[src/rtl/axis_packetizer.sv]
// axis_packetizer: FWFT FIFO packetizer (aclk/areset, enable, log_packet_length, S_AXIS in, M_AXIS out with tlast, overflow_count)
module axis_packetizer #(
    parameter int AXIS_TDATA_WIDTH = 32,
    parameter int FIFO_DEPTH_LOG   = 4
) (
    input  logic                        aclk,
    input  logic                        areset,
    input  logic                        enable,
    input  logic [4:0]                  log_packet_length,
    input  logic [AXIS_TDATA_WIDTH-1:0] S_AXIS_tdata,
    input  logic                        S_AXIS_tvalid,
    output logic                        S_AXIS_tready,
    output logic [AXIS_TDATA_WIDTH-1:0] M_AXIS_tdata,
    output logic                        M_AXIS_tvalid,
    input  logic                        M_AXIS_tready,
    output logic                        M_AXIS_tlast,
    output logic [15:0]                 overflow_count
);
    localparam int DEPTH = 1 << FIFO_DEPTH_LOG;
    logic [AXIS_TDATA_WIDTH-1:0] mem_q [DEPTH];
    logic [FIFO_DEPTH_LOG-1:0] wr_q, wr_d, rd_q, rd_d;
    logic full_q, full_d, empty, push, drop, pop;
    logic [15:0] ovf_q, ovf_d, beat_q, beat_d, len_q, len_d, live_m1, last_m1;
    logic [4:0] log_c;
    logic [16:0] pow;
    always_comb begin
        empty = wr_q == rd_q && !full_q;
        S_AXIS_tready = !areset;
        M_AXIS_tvalid = !areset && !empty;
        M_AXIS_tdata = M_AXIS_tvalid ? mem_q[rd_q] : '0;
        push = S_AXIS_tready && S_AXIS_tvalid && enable && !full_q;
        drop = S_AXIS_tready && S_AXIS_tvalid && enable && full_q;
        pop = M_AXIS_tvalid && M_AXIS_tready;
        log_c = log_packet_length > 5'd16 ? 5'd16 : log_packet_length;
        pow = 17'd1 << log_c;
        live_m1 = 16'(pow - 17'd1);
        last_m1 = beat_q == '0 ? live_m1 : len_q;
        M_AXIS_tlast = M_AXIS_tvalid && beat_q == last_m1;
        wr_d = push ? wr_q + 1'b1 : wr_q;
        rd_d = pop ? rd_q + 1'b1 : rd_q;
        full_d = push && !pop ? wr_d == rd_q : pop && !push ? 1'b0 : full_q;
        ovf_d = drop && ovf_q != 16'hFFFF ? ovf_q + 16'd1 : ovf_q;
        beat_d = pop ? (M_AXIS_tlast ? '0 : beat_q + 16'd1) : beat_q;
        len_d = pop && beat_q == '0 ? live_m1 : len_q;
        overflow_count = ovf_q;
    end
    always_ff @(posedge aclk) begin
        if (areset) begin
            wr_q <= '0;
            rd_q <= '0;
            full_q <= 1'b0;
            ovf_q <= '0;
            beat_q <= '0;
            len_q <= '0;
        end else begin
            wr_q <= wr_d;
            rd_q <= rd_d;
            full_q <= full_d;
            ovf_q <= ovf_d;
            beat_q <= beat_d;
            len_q <= len_d;
        end
    end
    always_ff @(posedge aclk) begin
        if (push) mem_q[wr_q] <= S_AXIS_tdata;
    end
endmodule

[config.mk]
export PLATFORM = sky130hd
export DESIGN_NAME = axis_packetizer
export DESIGN_NICKNAME = d
export VERILOG_FILES = /design/src/rtl/axis_packetizer.sv
export SDC_FILE = /design/constraint.sdc
export NUM_CORES = 1
export LEC_CHECK = 0
export CORE_ASPECT_RATIO = 0.8
export CORE_MARGIN = 8
export CORE_UTILIZATION = 30
export DETAILED_ROUTE_END_ITERATION = 12
export GPL_ROUTABILITY_DRIVEN = 0
export PLACE_DENSITY_LB_ADDON = 0.3
export SLEW_MARGIN = 15
export SYNTH_ARGS = -nofsm -noshare
export SYNTH_HDL_FRONTEND = slang
export SYNTH_SLANG_ARGS = --single-unit
[constraint.sdc]
create_clock -name aclk -period 6.05 [get_ports aclk]
set_clock_uncertainty 0.05 [all_clocks]
set_input_delay 1.21 -clock aclk [delete_from_list [all_inputs] [get_ports aclk]]
set_output_delay 1.21 -clock aclk [all_outputs]
set_load 0.02 [all_outputs]
==> impl_metrics.csv <==
group,metric,value,unit
outcome,status,"complete, no violations",
yosys,synth.area.top_cells,"edfxtp_1 (67%), mux4_2 (16%), dfxtp_1 (5.3%), nor2_1 (1.1%), xnor2_1 (1.1%)",
routing,vias,11480,
hold_path,hp-class,"reg -> reg",
yosys,synth_area_leader_cell,"edfxtp_1",
clock_network,cts_buffers,60,
die,coreArea,75560,µm²
routing,drt-vias-per-instance,4.841,
layout,diodes,0,
yosys,synthXorXnorAreaFrac,0.01949,
placement,dp.final_hpwl,30770,µm
pwr,p_per_area,306.3,nW/µm²
routing,antenna_left,0,
die,io_pins,93,
layout,fin_util,0.3598,
sta,relSlewSlack,0.4155,
pwr,power,8.327,mW
layout,syn_to_final_growth,18.65,%
layout,fin_cells,2371,
worst_setup_path,crit_fanout,13,
yosys,syn_avg_cell_area,19.47,µm²
yosys,synthTopCellsByCount,"edfxtp_1 (512), mux4_2 (160), nor2_1 (69)",
yosys,synth_mux_area_frac,0.1612,
worst_setup_path,cp-start-kind,"primary input",
yosys,synthCells,1177,
die,die_h,263.2,µm
clock_network,post-cts-setup-buffers,0,
yosys,synth_top_family_by_area,"multiplexers",
sta,period_minus_slack,5783,ps
clock_network,clockRootBuffer,"clkbuf_16",
yosys,synth_seq_area_share,0.7242,
sta,drv_slew,0,
global_route,grt_pass1_vias,12090,
yosys,ys_ff_latch,573,
hold_path,min_from,"len_q[9]",
sta,setup_slack,266.9,ps
sta,rsz0062_at_grt,"false",
placement,placed_cells,2257,
die,die_x,325,µm
worst_setup_path,path_cells,"clkdlybuf4s50_1, buf_4, inv_1, nand3_1, ha_1, and2_1, a222oi_1, or4_1, o21ai_2, o21ai_0, nor4b_1, clkdlybuf4s50_1",
worst_setup_path,r2r-start,"beat_q[0]",
clock_network,cts.clk_slew.worst_paths,60,ps
yosys,synth.most_common_cell,"edfxtp_1",
layout,drive_gt1_frac,0.2472,
yosys,synth_top_area_share,0.6709,
worst_setup_path,critical_path_required,4790,ps
routing,routed_wl,53140,µm
yosys,synth_edf_count,512,
routing,post_drt_wl_per_cell,22.41,µm
worst_setup_path,crit_family,"buffers and inverters",
sta,final_hold_viol_count,0,
yosys,synth_compound_area_frac,0.01856,
clock_network,clockBufferDepth,3,
die,rows,90,
yosys,synthArstFlopShare,0,
worst_setup_path,cp-startpoint,"log_packet_length[1]",
worst_setup_path,arrival,4520,ps
worst_setup_path,slowest_delay,690,ps
sta,tns,0,ps
global_route,overflow,0,
yosys,synth_ff_type,"edfxtp_1",
clock_network,postCtsHoldBufs,0,
clock_network,ctsHtreeMaxLevel,2,
worst_setup_path,crit_slowest_cell,"clkdlybuf4s50_1",
clock_network,cts_sinks,573,
sta,tightest_slew,874.6,ps
die,dieArea,85540,µm²
layout,fin_nets,1359,
worst_setup_path,worstSetupPathType,"in -> out",
clock_network,cts_resized,0,
placement,place_ws,277.3,ps
yosys,synthAdderAreaFrac,0.005460,
global_route,grt_antenna_before_repair,5,
die,start_util,0.3033,
yosys,syn_area,22920,µm²
sta,finalCritPeriodShare,0.9559,
clock_network,cts_tree,"built",
yosys,yosys_warnings,0,
routing,first_iter_violations,936,
placement,io_buffers,92,
worst_setup_path,path_common_cell,"clkdlybuf4s50_1",
pwr,cellLeakagePower,8.261,nW
global_route,grtUsageTotal,0.1218,
global_route,grt_pass1_wl,80110,µm
yosys,synthesis.nets,1229,
worst_setup_path,cp_num_buf_inv,4,
clock_network,clock_latency,610,ps
routing,dr.pass1.iters,5,
sta,setup_violations,0,
worst_setup_path,cp-end-kind,"primary output",
run,drv_cap,0,
pwr,peakVddDrop,236.6,µV
sta,fmax,172.9,MHz
yosys,ys_types,62,
yosys,yosys.area_share.simple,0.05411,
global_route,grt_max_degree,50,
routing,drc_errors,0,
metal layers:
layer / wire length [µm] / vias to the layer above / global-route usage / share of wire
li1: - / 5038 / - / -
met1: 24250 / 6131 / 0.1672 / 0.46
met2: 25880 / 232 / 0.2035 / 0.49
met3: 2108 / 72 / 0.01985 / 0.040
met4: 864 / 6 / 0.02632 / 0.016
met5: 41 / - / 0 / 0.00077
tightest hold or removal path, cell delays in order (launching register included):
cell	delay [ps]
dfxtp_1	310
nor2_1	100
nor3_1	50
logic make-up (layout without fill, tap and decap cells):
group / count (synthesis) / count (layout)
buffers and inverters: 84 / 266
XOR/XNOR: 51 / 51
adder cells (fa/ha/maj): 10 / 10
AND/OR/NAND/NOR: 232 / 232
flip-flops: 573 / 573
AO/OA/AOI/OAI: 58 / 58
multiplexers: 169 / 169
cell usage in the layout, fill, tap and decap left out, types with 5 or more instances in the layout:
cell type | netlist | layout
mux4_2 | 160 | 160
and2_1 | 35 | 35
inv_1 | 19 | 19
mux2i_1 | 9 | 9
clkbuf_16 | 0 | 60
dfxtp_1 | 61 | 57
xnor2_1 | 28 | 28
and3_1 | 5 | 5
nand2_1 | 29 | 29
nor3_1 | 14 | 10
nor4_1 | 9 | 9
xor2_1 | 23 | 23
clkinv_2 | 0 | 14
nand3_1 | 18 | 18
a21oi_1 | 8 | 8
nor2_1 | 69 | 57
ha_1 | 10 | 10
o21ai_0 | 9 | 9
a211oi_1 | 11 | 11
clkdlybuf4s50_1 | 0 | 92
nand4_1 | 8 | 8
buf_4 | 5 | 37
edfxtp_1 | 512 | 512
clkbuf_1 | 36 | 13
nor2_2 | 11 | 11
bufinv_16 | 0 | 6
nor2_4 | 0 | 12
clkinv_1 | 0 | 12
final timing paths:
path | endpoint | slack [ps] | cells after the start
min reg2reg | len_q[9] | 450 | 2
max reg2reg | beat_q[15] | 2870 | 9
max | M_AXIS_tlast | 270 | 12
min | len_q[9] | 450 | 2
registers in the layout, summed over array words and instances (netlist names), named ones only:
signal and flops:
mem_q 512, rd_q 4, overflow_count 16, beat_q 16
len_q 16, full_q 1, wr_q 4
stage by stage:
stage / area (µm²) / hold slack, ps
finish: 27190 / 452.0
global route: 27190 / 491.1
CTS: 27190 / 451.1
detailed placement: 25250 / 441.4
global placement: 25250 / 438.0
floorplan: 22920 / 425.3
where the power goes:
group	leakage, nW	switching (mW)	internal (mW)
clock	0.945	1.55	2.09
sequential	5.10	0.0190	4.32
combinational	2.21	0.192	0.158
total	8.26	1.76	6.57
layout make-up:
type | count | area, µm²
clock buffers | 73 | 1550
clock inverters | 41 | 390.4
fillers | 6972 | 48370
inverters | 20 | 75.07
multi-input cells | 520 | 6042
flip-flops and latches | 573 | 16610
well taps | 1012 | 1266
repair buffers | 132 | 1259
(Power assumes the default switching activity.)
